**config.mk**
```make
export PLATFORM = sky130hd
export DESIGN_NAME = multiword_serial_adder
export DESIGN_NICKNAME = d
export VERILOG_FILES = /design/src/rtl/multiword_serial_adder_pkg.sv /design/src/rtl/multiword_serial_adder_rca4.sv /design/src/rtl/multiword_serial_adder.sv
export SDC_FILE = /design/constraint.sdc
export NUM_CORES = 1
export LEC_CHECK = 0
export CORE_UTILIZATION = 50
export CTS_CLUSTER_SIZE = 40
export DETAILED_ROUTE_END_ITERATION = 16
export HOLD_SLACK_MARGIN = 0.12
export PLACE_DENSITY = 0.79
export RECOVER_POWER = 25
export SLEW_MARGIN = 10
export SYNTH_ARGS = -nofsm -noshare
export SYNTH_HDL_FRONTEND = slang
export SYNTH_SLANG_ARGS = --single-unit
```
**constraint.sdc**
```tcl
create_clock -name clk -period 3.9 [get_ports clk]
set_input_delay 1.17 -clock clk [delete_from_list [all_inputs] [get_ports clk]]
set_output_delay 1.17 -clock clk [all_outputs]
set_load 0.005 [all_outputs]
```
**src/rtl/multiword_serial_adder_pkg.sv**
```systemverilog
// Shared definitions for the multiword serial adder: slice width,
// FSM state encoding and the slice-count helper.
package multiword_serial_adder_pkg;

  localparam int SLICE_W = 4;

  typedef enum logic [1:0] {
    IDLE = 2'd0,
    ADD  = 2'd1,
    DONE = 2'd2
  } state_t;

  // Number of SLICE_W-bit slices needed to cover a word of the given width.
  function automatic int calc_nslice(input int width);
    return width / SLICE_W;
  endfunction

endpackage

```
**src/rtl/multiword_serial_adder_rca4.sv**
```systemverilog
// Combinational 4-bit ripple adder slice. Besides the sum and carry out it
// exposes the carry into bit 3, which the top level needs for signed
// overflow detection on the most significant slice.
module rca4_slice
  import multiword_serial_adder_pkg::*;
(
  input  logic [3:0] a,
  input  logic [3:0] b,
  input  logic       cin,
  output logic [3:0] sum,
  output logic       cout,
  output logic       c3
);

  logic [4:0] full;
  logic [3:0] low3;

  // Full 4-bit add; the extra MSB is the carry out of bit 3.
  assign full = {1'b0, a} + {1'b0, b} + {4'b0000, cin};

  // Add of the low three bits only; its MSB is the carry into bit 3.
  assign low3 = {1'b0, a[2:0]} + {1'b0, b[2:0]} + {3'b000, cin};

  assign sum  = full[3:0];
  assign cout = full[4];
  assign c3   = low3[3];

endmodule

```
**src/rtl/multiword_serial_adder.sv**
```systemverilog
// Multiword serial adder: accepts WIDTH-bit operands on a valid/ready
// handshake, adds them one 4-bit slice per cycle (LSB slice first) through a
// single rca4_slice, and presents sum, carry out and signed overflow on an
// output valid/ready handshake.
module multiword_serial_adder
  import multiword_serial_adder_pkg::*;
#(
  parameter int WIDTH  = 16,
  parameter int NSLICE = calc_nslice(WIDTH)
) (
  input  logic             clk,
  input  logic             rst_n,
  input  logic             in_valid,
  output logic             in_ready,
  input  logic [WIDTH-1:0] in_a,
  input  logic [WIDTH-1:0] in_b,
  input  logic             in_cin,
  output logic             out_valid,
  input  logic             out_ready,
  output logic [WIDTH-1:0] out_sum,
  output logic             out_cout,
  output logic             out_ovf
);

  localparam int CNT_W = (NSLICE > 1) ? $clog2(NSLICE) : 1;
  localparam logic [CNT_W-1:0] CNT_LAST = CNT_W'(NSLICE - 1);

  // Reject widths the slice datapath cannot cover exactly.
  if ((WIDTH % SLICE_W) != 0 || WIDTH < SLICE_W) begin : g_width_check
    $error("multiword_serial_adder: WIDTH must be a multiple of 4 and at least 4");
  end
  if (NSLICE != calc_nslice(WIDTH)) begin : g_nslice_check
    $error("multiword_serial_adder: NSLICE is derived from WIDTH and must not be overridden");
  end

  state_t             state, state_nxt;
  logic [CNT_W-1:0]   cnt_r;
  logic               carry_r;
  logic [WIDTH-1:0]   a_r;
  logic [WIDTH-1:0]   b_r;
  logic [WIDTH-1:0]   sum_r;
  logic               cout_r;
  logic               ovf_r;

  logic [SLICE_W-1:0] slice_a;
  logic [SLICE_W-1:0] slice_b;
  logic [SLICE_W-1:0] slice_sum;
  logic               slice_cout;
  logic               slice_c3;
  logic               accept;
  logic               release_out;
  logic               last_slice;

  assign accept      = in_valid && in_ready;
  assign release_out = out_valid && out_ready;
  assign last_slice  = (cnt_r == CNT_LAST);

  // The counter selects which slice of the held operands feeds the adder.
  assign slice_a = a_r[SLICE_W*cnt_r +: SLICE_W];
  assign slice_b = b_r[SLICE_W*cnt_r +: SLICE_W];

  rca4_slice u_slice (
    .a    (slice_a),
    .b    (slice_b),
    .cin  (carry_r),
    .sum  (slice_sum),
    .cout (slice_cout),
    .c3   (slice_c3)
  );

  // FSM state register; reset aborts any addition in flight.
  always_ff @(posedge clk or negedge rst_n) begin
    if (!rst_n) begin
      state <= IDLE;
    end else begin
      state <= state_nxt;
    end
  end

  // Next-state logic: IDLE -> ADD on accept, ADD -> DONE after the last slice,
  // DONE -> IDLE once the consumer takes the result.
  always_comb begin
    state_nxt = state;
    case (state)
      IDLE:    if (accept)      state_nxt = ADD;
      ADD:     if (last_slice)  state_nxt = DONE;
      DONE:    if (release_out) state_nxt = IDLE;
      default:                  state_nxt = IDLE;
    endcase
  end

  // Handshake outputs depend only on the state, so inputs never pass through.
  always_comb begin
    in_ready  = 1'b0;
    out_valid = 1'b0;
    case (state)
      IDLE:    in_ready  = 1'b1;
      DONE:    out_valid = 1'b1;
      default: begin
        in_ready  = 1'b0;
        out_valid = 1'b0;
      end
    endcase
  end

  // Operand capture, per-slice accumulation and final flag capture. The sum
  // register is written in place, so it holds the last result while idle.
  always_ff @(posedge clk or negedge rst_n) begin
    if (!rst_n) begin
      a_r     <= '0;
      b_r     <= '0;
      carry_r <= 1'b0;
      cnt_r   <= '0;
      sum_r   <= '0;
      cout_r  <= 1'b0;
      ovf_r   <= 1'b0;
    end else begin
      case (state)
        IDLE: begin
          if (accept) begin
            a_r     <= in_a;
            b_r     <= in_b;
            carry_r <= in_cin;
            cnt_r   <= '0;
          end
        end
        ADD: begin
          sum_r[SLICE_W*cnt_r +: SLICE_W] <= slice_sum;
          carry_r                         <= slice_cout;
          cnt_r                           <= cnt_r + 1'b1;
          if (last_slice) begin
            cout_r <= slice_cout;
            ovf_r  <= slice_c3 ^ slice_cout;
          end
        end
        default: ;
      endcase
    end
  end

  assign out_sum  = sum_r;
  assign out_cout = cout_r;
  assign out_ovf  = ovf_r;

endmodule

```
Word level (Yosys, flattened, before mapping)
Cells that the tools add are included.
W data, S select, Z words.
{"block": "op_classes", "shifts": 4, "n_addsub": 6, "reduce_logical": 8, "n_bitwise": 1, "muxes": 11, "eq_ne": 6}
{"cell": "$neg A4 Y34", "count": 1}
{"cell": "$shift A4 B34 Y16 const A", "count": 1}
{"cell": "$shiftx A4 B34 Y16", "count": 1}
{"cell": "$shiftx A16 B5 Y4", "count": 2}
{"cell": "$bwmux W16", "count": 1}
{"cell": "$mux W2", "count": 4}
{"cell": "$ne A2 B2 Y1 const B", "count": 3}
{"cell": "$pmux W2 S3", "count": 1}
{"cell": "$reduce_and A2 Y1", "count": 3}
{"cell": "$add A4 B4 Y5", "count": 1}
{"cell": "$add A5 B1 Y5", "count": 1}
{"cell": "$add A3 B3 Y4", "count": 1}
{"cell": "$add A4 B1 Y4", "count": 1}
{"cell": "$eq A2 B2 Y1 const B", "count": 2}
{"cell": "$pmux W2 S2", "count": 1}
{"cell": "$mux W1", "count": 3}
{"cell": "$reduce_and A3 Y1", "count": 1}
{"cell": "$add A2 B1 Y2 const B", "count": 1}
{"cell": "$eq A2 B1 Y1 const B", "count": 1}
{"cell": "$logic_and A1 B1 Y1", "count": 2}
{"cell": "$logic_not A2 Y1", "count": 1}
{"cell": "$pmux W1 S2", "count": 1}
{"cell": "$reduce_bool A2 Y1", "count": 1}
{"cell": "$xor A1 B1 Y1", "count": 1}
{"block": "word_totals", "in_bits": 37, "ff_bits": 55, "elab_cells": 44}

Logic depth before layout (Yosys ltp)
Gate-level depths: netlist of run 1.
{"block": "depth", "word_depth": 5, "mapped_depth": 8, "mapped_depth_nobuf": 7}

Hierarchy
From an unflattened synthesis of run 1, not the netlist that was laid out.
{"block": "hier_totals", "hier_cells": 208, "hier_area_um2": 2702.6}
{"mod": "multiword_serial_adder", "instances": 1, "seq_area_each_um2": 1376.3, "cells_each": 188, "area_per_inst_um2": 2547.4}
{"mod": "rca4_slice", "instances": 1, "seq_area_each_um2": 0.0, "cells_each": 20, "area_per_inst_um2": 155.1}

Worst setup path after synthesis of run 1
Ideal clock, no wire load.
{"block": "synth_path", "path_type": "reg-to-reg", "from": "register cnt_r[0]", "to": "register ovf_r (netlist: out_ovf)", "period_less_slack_ns": 2.784, "setup_slack_ns": 1.116, "stages_incl_launch_ff": 9, "path_buffers": 1, "arrival_time_ns": 2.657, "cell_sequence": "dfrtp_1 buf_4 mux4_2 fa_1 fa_1 a21o_1 a21oi_1 xnor2_1 o21ai_0"}
{"block": "synth_between", "elab_chain_len": 4}
{"element": "start, declared", "line": "multiword_serial_adder.sv:37", "text": "logic [CNT_W-1:0] cnt_r;"}
{"element": "start signal, assigned", "line": "multiword_serial_adder.sv:130", "text": "cnt_r <= cnt_r + 1'b1;"}
{"element": "$shiftx A16 B5 Y4 (on tied branches)", "line": "multiword_serial_adder.sv:59, multiword_serial_adder.sv:60"}
{"element": "$add A4 B4 Y5 / $add A3 B3 Y4 (equally long branches)", "line": "multiword_serial_adder_rca4.sv:19, multiword_serial_adder_rca4.sv:22"}
{"element": "$add A5 B1 Y5 / $add A4 B1 Y4 (equally long branches)", "line": "multiword_serial_adder_rca4.sv:19, multiword_serial_adder_rca4.sv:22"}
{"element": "$xor A1 B1 Y1", "line": "multiword_serial_adder.sv:133", "text": "ovf_r <= slice_c3 ^ slice_cout;"}
{"element": "end signal, assigned", "line": "multiword_serial_adder.sv:133"}
{"element": "end, declared", "line": "multiword_serial_adder.sv:43", "text": "logic ovf_r;"}
Several ways; a longest one is shown, not always the timed one.
A chain may end at the register's enable or synchronous reset.

Final worst setup path of run 1
Ends and elaborated chain as after synthesis.

==> results of run 1 <==
-- power breakdown --
part,leakage (nW),internal (mW),switching [mW]
Clock,0.0371,0.120,0.165
Sequential,0.682,0.830,0.175
Combinational,0.651,0.790,0.728
-- per-stage QoR --
stage	area, sq um	power (mW)	std cells	hold WS (ns)	setup slack, ns
2_1_floorplan	2542	2.091	171	0.4729	1.116
3_3_place_gp	3157	2.517	290	0.4683	1.183
3_5_place_dp	3157	2.555	290	0.4756	1.113
4_1_cts	3229	2.839	296	0.4946	1.099
5_1_grt	3228	3.022	296	0.5184	0.9186
6_report	3228	2.808	296	0.4886	1.122
-- logic make-up (layout without fill, tap and decap cells) --
family | count (synthesis) | count (layout) | synth area share [%]
AOI/OAI and AO/OA | 28 | 28 | 8.218
muxes | 40 | 40 | 21.26
DFF | 55 | 55 | 54.13
buffers and inverters | 11 | 69 | 2.657
and+or+nand+nor | 23 | 23 | 6.693
xor gates and xnor gates | 3 | 3 | 1.034
adders and majority gates | 11 | 11 | 6.004
-- layout make-up --
type | instances | area [sq um] | area share (%)
sequential | 55 | 1376 | 42.64
multi-input combinational | 105 | 1104 | 34.19
timing repair buffer | 59 | 576.8 | 17.87
tap | 67 | 83.83 | 2.597
clock buffer | 6 | 72.57 | 2.248
inverter | 4 | 15.01 | 0.4651
-- synthesized netlist by cell type --
library cell and instances:
nand2_4 1, or2b_1 1, a21o_1 2, mux4_2 8, nor4b_4 1, nand4_1 1
nor2b_2 1, o21bai_1 1, a22o_1 15, a21oi_1 2, nand3_1 1, buf_4 5
nor3b_1 1, nand2b_1 1, o21ai_1 1, nor4_4 2, clkbuf_1 1, mux2_2 32
nand2_2 1, o31ai_1 1, inv_1 4, dfrtp_1 55, xor2_1 1, ha_1 9
nand2_1 8, a22oi_1 1, fa_1 2, nor2_1 4, buf_6 1, xnor2_1 2
o21ai_0 5
-- registers in the layout, summed over array words and instances, names as in the netlist --
signal    flops
a_r          16
carry_r       1
state         2
out_cout      1
out_sum      16
out_ovf       1
cnt_r         2
b_r          16
-- worst max path at each step --
stage                                     end  slack, ns  depth (start not counted)
after floorplan           out_ovf$_DFFE_PN0P_       1.12                          8
after global placement    out_ovf$_DFFE_PN0P_       1.18                          7
after detailed placement  out_ovf$_DFFE_PN0P_       1.11                          7
after CTS                 out_ovf$_DFFE_PN0P_       1.10                          7
after global routing      out_ovf$_DFFE_PN0P_       0.92                          7
final                     out_ovf$_DFFE_PN0P_       1.12                          7
-- worst min-delay path: cells and delay by family, from the launching register on --
| family | cells | cell delay, ns |
|---|---|---|
| flip-flops | 1 | 0.35 |
| AO/OA/AOI/OAI | 1 | 0.06 |
| AND/OR/NAND/NOR | 1 | 0.05 |
-- per-layer routing --
layer	vias to the layer above	GRT usage, %	share of wire, %
li1	740	-	-
met1	796	23.16	42
met2	41	33.23	52
met3	4	5.350	4.5
met4	0	5.769	0.69
met5	-	0	0
==> run_results.csv, run 1 <==
group,metric,value,unit
run_status,status,"finished, violations left",
run_status,violations,"capacitance limit, slew limit",
placed_design,port_buffers,56,
critical_path,crit_start,"cnt_r[0]$_DFFE_PN0P_",
cts,hold_buffers,0,
timing,fin_crit,2.778,ns
synth,synth_top_cell_by_area,"dfrtp_1",
placed_design,dpl.hpwl,3.472,mm
critical_path,crit_chain,"mux4_2, fa_1, fa_1, a21o_1, a21oi_1, xnor2_1, o21ai_0",
detailed_routing,num_vias,1581,
timing,finalHoldViolCount,0,
finish,n_antenna_cell,0,
cts,clock_sinks,55,
cts,cts.clk_slew.worst_paths,0.09,ns
synth,syn_avg_cell_area,14.87,sq um
global_routing,first_global_vias,1571,
critical_path,r2r_setup_slack,1.12,ns
critical_path,ff2ff_path_depth,7,
timing,min_period_over_period,71.22,%
critical_path,worstReg2RegStart,"cnt_r[0]$_DFFE_PN0P_",
global_routing,grtUsageTotal,19.10,%
critical_path,end_kind,"register",
run,max_cap_violations,1,
power,power.leakage,1.370,nW
detailed_routing,dr.first_iter.drc_count,64,
cts,cts_root_buf,"clkbuf_8",
cts,cts_max_level,2,
synth,ys_ff_latch,55,
synth,synthDominantCellAreaShare,54.13,%
cts,postCtsSetupBuffers,0,
timing,rsz0062_at_grt,"false",
floorplanning,io_pins,57,
finish,area_growth,26.97,%
cts,cts_tree,"built",
synth,syn_area,2542,sq um
floorplanning,initial_utilization,52.78,%
detailed_routing,wl,4.467,mm
power,power_density,869.8,nW/um^2
critical_path,worst-setup-path-type,"reg2reg",
global_routing,grt_max_degree,37,
critical_path,cp_top_family,"adder cells",
finish,final_core_util,67.01,%
power,peakVddDrop,0.4589,mV
detailed_routing,dr.pass1.iters,4,
synth,synthCells,171,
global_routing,grt_overflow_total,0,
synth,yosysSeqAreaShare,54.13,%
timing,drv_slew,34,
cts,clock_path_buffers,2,
floorplanning,rows,25,
critical_path,critPathArrivalTime,2.97,ns
timing,setup_viol,0,
finish,layout_common_cells,"dfrtp_1 (55), clkdlybuf4s50_1 (55), mux2_2 (32), a22o_1 (15), ha_1 (9)",
timing,slew_headroom,-15.58,%
timing,timing.fmax,360.0,MHz
placed_design,gp_congestion,0.7910,
cts,cts_resized,0,
critical_path,required,4.09,ns
timing,fin_skew,0.005200,ns
finish,n_fill_cell,372,
finish,fin_nets,278,
detailed_routing,postRouteAntennaNets,0,
floorplanning,die_area,5374,sq um
synth,syn_nets,219,
hold_path,hold_path_class,"reg2reg",
critical_path,rr_endpoint,"out_ovf$_DFFE_PN0P_",
hold_path,hold_path.startpoint,"out_sum[2]$_DFFE_PN0P_",
global_routing,antenna_found_initial,0,
critical_path,cpMostUsedCell,"fa_1",
detailed_routing,vias_per_cell,5.341,
floorplanning,die_w,73.31,um
detailed_routing,routedWlPerCell,15.09,um
critical_path,crit_path_top_delay_cell,"dfrtp_1",
cts,cts_buffers,5,
critical_path,crit_buf_inv,0,
synth,synth.distinct_cells,31,
timing,final.setup.tns,0,ns
floorplanning,core,4817,sq um
timing,worst_pin_slew,1.734,ns
critical_path,start_kind,"register",
floorplanning,die_height,73.31,um
synth,synthTopCellsByArea,"dfrtp_1 (54%), mux2_2 (14%), mux4_2 (7.1%), a22o_1 (5.2%), ha_1 (4.4%)",
cts,insertion_delay,0.30,ns
finish,drive_gt1_share,24.02,%
global_routing,grt_pass1_wl,7.514,mm
hold_path,holdPathEnd,"out_sum[2]$_DFFE_PN0P_",
critical_path,slowest_delay,0.57,ns
hold_path,min_path_cells,2,
detailed_routing,route.detailed.drc,0,
critical_path,critPathMaxFanout,9,
synth,yosysWarnings,0,
No activity file was read; power rests on OpenSTA's default activity.
==> inputs of run 2 (changes only) <==
CORE_UTILIZATION = 45   (was 50)
PLACE_DENSITY = 0.75   (was 0.79)
clock period = 2.4 ns   (was 3.9 ns; I/O delays follow)
==> run 2 against run 1 <==
The run ends with setup timing left. Non-clock buffer count grew 6. Final cell count grew 4.4%. Routed wire length grew 3.7%. Combinational power grew 100%. Fmax grew 14%. Die area grew 11%. Largest power group unchanged.
==> run_results.csv, run 2 (same netlist as run 1, synthesis figures left out) <==
group,metric,value,unit
critical_path,crit_path_top_delay_cell,"mux4_2",
finish,area_growth,31.69,%
global_routing,first_global_vias,1632,
power,report.power.total,5.167,mW
timing,timing.fmax,411.6,MHz
hold_path,hold_path_class,"reg2reg",
detailed_routing,vias_per_cell,5.129,
critical_path,worstReg2RegStart,"cnt_r[0]$_DFFE_PN0P_",
critical_path,worst-setup-path-type,"reg2reg",
placed_design,port_buffers,56,
timing,slew_headroom,19.87,%
finish,final-seq-area,1378,sq um
power,peakVddDrop,1.072,mV
run_status,violations,"setup timing",
cts,clock_path_buffers,2,
power,power_density,1543,nW/um^2
floorplanning,die_area,5954,sq um
floorplanning,die_height,77.17,um
critical_path,crit_start,"cnt_r[0]$_DFFE_PN0P_",
cts,clock_sinks,55,
global_routing,antenna_found_initial,0,
finish,n_fill_cell,461,
timing,finalWorstSetupSlack,-0.02955,ns
global_routing,grt_max_degree,37,
finish,drive_gt1_share,30.38,%
critical_path,start_kind,"register",
finish,fin_nets,284,
finish,multi_input_area,1132,sq um
detailed_routing,wl,4.634,mm
floorplanning,initial_utilization,46.46,%
detailed_routing,routedWlPerCell,15.00,um
timing,min_period_over_period,101.2,%
finish,post-route-cell-area,3348,sq um
cts,cts_buffers,5,
timing,fin_skew,0.01076,ns
global_routing,grt_overflow_total,0,
finish,final_core_util,61.18,%
floorplanning,die_w,77.17,um
cts,cts_tree,"built",
critical_path,end_kind,"register",
cts,cts_max_level,2,
critical_path,cp_top_family,"adder cells",
global_routing,grt_pass1_wl,7.817,mm
critical_path,crit_chain,"mux4_2, fa_2, fa_2, a21o_1, a21oi_2, xnor2_1, o21ai_1",
timing,finalHoldViolCount,0,
placed_design,gp_congestion,0.7513,
timing,setup_viol,1,
floorplanning,core,5473,sq um
run,max_cap_violations,0,
global_routing,grtUsageTotal,17.00,%
critical_path,cpMostUsedCell,"fa_2",
power,power.leakage,1.414,nW
critical_path,critPathArrivalTime,2.62,ns
critical_path,required,2.59,ns
finish,layout_common_cells,"clkdlybuf4s50_1 (55), dfrtp_1 (54), mux2_2 (32), a22o_1 (15), ha_1 (9)",
hold_path,hold_path.startpoint,"out_cout$_DFFE_PN0P_",
timing,fin_crit,2.430,ns
timing,worst_pin_slew,1.202,ns
detailed_routing,dr.pass1.iters,4,
critical_path,slowest_delay,0.55,ns
detailed_routing,route.detailed.drc,0,
timing,rsz0062_at_grt,"true",
cts,cts_root_buf,"clkbuf_8",
detailed_routing,dr.first_iter.drc_count,39,
finish,n_antenna_cell,0,
critical_path,crit_buf_inv,0,
timing,final.setup.tns,-0.02955,ns
cts,cts.clk_slew.worst_paths,0.10,ns
cts,hold_buffers,0,
floorplanning,rows,27,
placed_design,dpl.hpwl,3.502,mm
detailed_routing,num_vias,1585,
detailed_routing,postRouteAntennaNets,0,
floorplanning,io_pins,57,
cts,insertion_delay,0.31,ns
placed_design,pre_cts_ws,-0.06193,ns
placed_design,placedInstanceArea,3248,sq um
critical_path,critPathMaxFanout,4,
timing,drv_slew,0,
finish,layout_commonest_cell,"clkdlybuf4s50_1",
run_status,status,"finished, violations left",
==> run 2: per-stage QoR <==
stage               hold WS [ns]  std cells
finish                    0.5068        309
global route              0.5318        309
CTS                       0.4016        308
detailed placement        0.4918        300
global placement          0.4828        300
floorplan                 0.4244        171
==> run 2: worst min-delay path, delay by kind of cell (launching register included) <==
family          cells  cell delay, ns
compound gates      1            0.06
flops               1            0.37
simple gates        1            0.05
==> run 2: layer usage <==
layer | vias to the layer above | share of wire (%) | GRT usage, %
li1 | 753 | - | -
met4 | 0 | 0.86 | 4.528
met3 | 5 | 4.2 | 3.690
met2 | 42 | 51 | 28.67
met5 | - | 0 | 0
met1 | 785 | 44 | 22.09
==> run 2: final timing paths <==
| check | end | slack (ns) | cells after the start |
|---|---|---|---|
| setup / recovery | out_ovf$_DFFE_PN0P_ | -0.03 | 7 |
| hold / removal | out_cout$_DFFE_PN0P_ | 0.51 | 2 |
| setup reg to reg | out_ovf$_DFFE_PN0P_ | -0.03 | 7 |
| hold reg to reg | out_cout$_DFFE_PN0P_ | 0.51 | 2 |
| max in group asynchronous | cnt_r[0]$_DFFE_PN0P_ | 0.34 | 2 |
| min in group asynchronous | out_sum[6]$_DFFE_PN0P_ | 0.63 | 1 |
==> run 2: final cells by class <==
cell class                 instances  area share (%)
timing repair buffer              65           19.25
sequential                        55           41.14
multi-input combinational        105           33.82
tap                               72           2.691
clock inverter                     3          0.5979
clock buffer                       5           2.055
inverter                           4          0.4484
==> run 2: report_power, final <==
group          leakage, nW  total (mW)  switching (mW)  internal [mW]
registers            0.681        1.61           0.258           1.35
clock network       0.0402       0.506           0.303          0.204
logic                0.693        3.05            1.41           1.64
==> run 2: repair_timing <==
item | in CTS | in global routing
setup buffers | 0 | 1
gates resized for setup | 3 | 3
endpoints found under the setup margin | 4 | 11
pin swaps | 0 | 9
==> edit (flow settings as in run 1) <==
Make the reset (`rst_n`) synchronous in 2 clocked blocks.
--- a/src/rtl/multiword_serial_adder.sv
+++ b/src/rtl/multiword_serial_adder.sv
@@ -69,7 +69,7 @@
   );
 
   // FSM state register; reset aborts any addition in flight.
-  always_ff @(posedge clk or negedge rst_n) begin
+  always_ff @(posedge clk) begin
     if (!rst_n) begin
       state <= IDLE;
     end else begin
@@ -105,7 +105,7 @@
 
   // Operand capture, per-slice accumulation and final flag capture. The sum
   // register is written in place, so it holds the last result while idle.
-  always_ff @(posedge clk or negedge rst_n) begin
+  always_ff @(posedge clk) begin
     if (!rst_n) begin
       a_r     <= '0;
       b_r     <= '0;
Formal check against the unedited RTL: differs if rst_n is asserted again (counterexample within 4 cycles, from zero or initial values and one cycle with rst_n low); with rst_n held inactive, the same outputs for 10 cycles.
==> edit against run 1 <==
The run still ends with capacitance limit, slew limit left; sequential cell count unchanged; setup slack lost 0.46 ns; count of clock-buffer cells in the layout fell by 1; synthesized area up 0.30%; design area increased by 0.70%; wire length increased by 14%; critical endpoint is now out_ovf; highest routed layer unchanged.
Power is not compared: it rests on default switching activity, and its combinational part moved more than twofold at a synthesized area within 25%.
==> edit: results (changes against run 1) <==
syn_nets: 317 (+45%)
largest net degree at the start of global routing: 59 (+59%)
FF-to-FF setup slack: 0.89 ns (-0.23 ns)
CP top delay family: buffers and inverters
status: finished, violations left
clk_skew: 0.006245 ns (+0.001045 ns)
maxcap violations: 1 (unchanged)
fin nets: 369 (+33%)
Synth top cells by count: nand2_1 (77), dfxtp_1 (55), a21boi_0 (33), nor2b_1 (15), a22oi_1 (12)
fill cell count: 435 (+17%)
final non-filler cell total: 388 (+31%)
Top FF cell, synth: dfxtp_1
failing checks: capacitance limit, slew limit
sequential element share of the synthesized area: 0.4318 (-0.1095)
Final GP Congestion: 0.7691 (-2.8%)
Total Wirelength: 5.071 mm (+14%)
Via Count: 2006 (+27%)
largest cells by area after synthesis: dfxtp_1 (43%), nand2_1 (11%), a21boi_0 (9.7%), mux4_2 (7.1%), ha_1 (4.4%)
DP HPWL: 3.677 mm (+5.9%)
max-slew violations: 59 (+74%)
share of cells above drive strength 1: 0.07165 (-0.1685)
slew margin rel.: -0.2977 (-0.1419)
CP max FO: 58 (+49)
Starting DRT DRC Count: 96 (+50%)
Total Routing Usage GR: 0.2163 (+0.02527)
Crit-path slowest cell: clkbuf_1
Worst Path Arrival: 3.48 ns (+0.51 ns)
## edit: path summary, 6_finish.rpt
kind | from | endpoint | depth (start not counted)
max | rst_n | out_ovf | 4
min | a_r[14] | a_r[14] | 2
max reg2reg | cnt_r[0] | out_ovf | 8
min reg2reg | a_r[14] | a_r[14] | 2
## edit: metrics by stage
stage	cell area [um^2]	power, mW	hold WS (ns)	setup slack, ns
6_report	3251	1.150	0.4690	0.6622
5_1_grt	3251	1.204	0.4898	0.3873
4_1_cts	3254	1.160	0.4703	0.8816
3_5_place_dp	3148	0.8010	0.4569	0.9071
3_3_place_gp	3148	0.7950	0.4502	0.9672
2_1_floorplan	2550	0.7276	0.4402	1.108
## edit: per-layer routing
metal | vias up | wire [um] | GRT usage
li1 | 1018 | - | -
met1 | 933 | 2349 | 0.2550
met2 | 47 | 2456 | 0.3817
met3 | 8 | 178 | 0.04801
met4 | 0 | 87 | 0.08547
met5 | - | 0 | 0
## edit: cell families (layout without fill, tap and decap cells)
family                     Yosys count  in the layout  share of synthesized area
DFF                                 55             55                     0.4318
and+or+nand+nor                    115            115                     0.2233
buffers and inverters               17             69                    0.03288
muxes                                8              8                    0.07066
AOI/OAI and AO/OA                   61             61                     0.1747
xor gates and xnor gates             2              2                   0.006871
adders and majority gates           11             11                    0.05986
## edit: layout make-up
cell class | count | area [um^2] | area share
multi-input cells | 197 | 1365 | 0.4199
well taps | 67 | 83.83 | 0.02579
flip-flops and latches | 55 | 1101 | 0.3387
inverters | 2 | 7.507 | 0.002309
repair buffers | 60 | 586.8 | 0.1805
clock buffers | 5 | 68.82 | 0.02117
clock inverters | 2 | 37.54 | 0.01155
## edit: power breakdown
part           switching (mW)  internal, mW
Sequential             0.0154         0.586
Combinational          0.0910        0.0929
Clock                   0.176         0.188
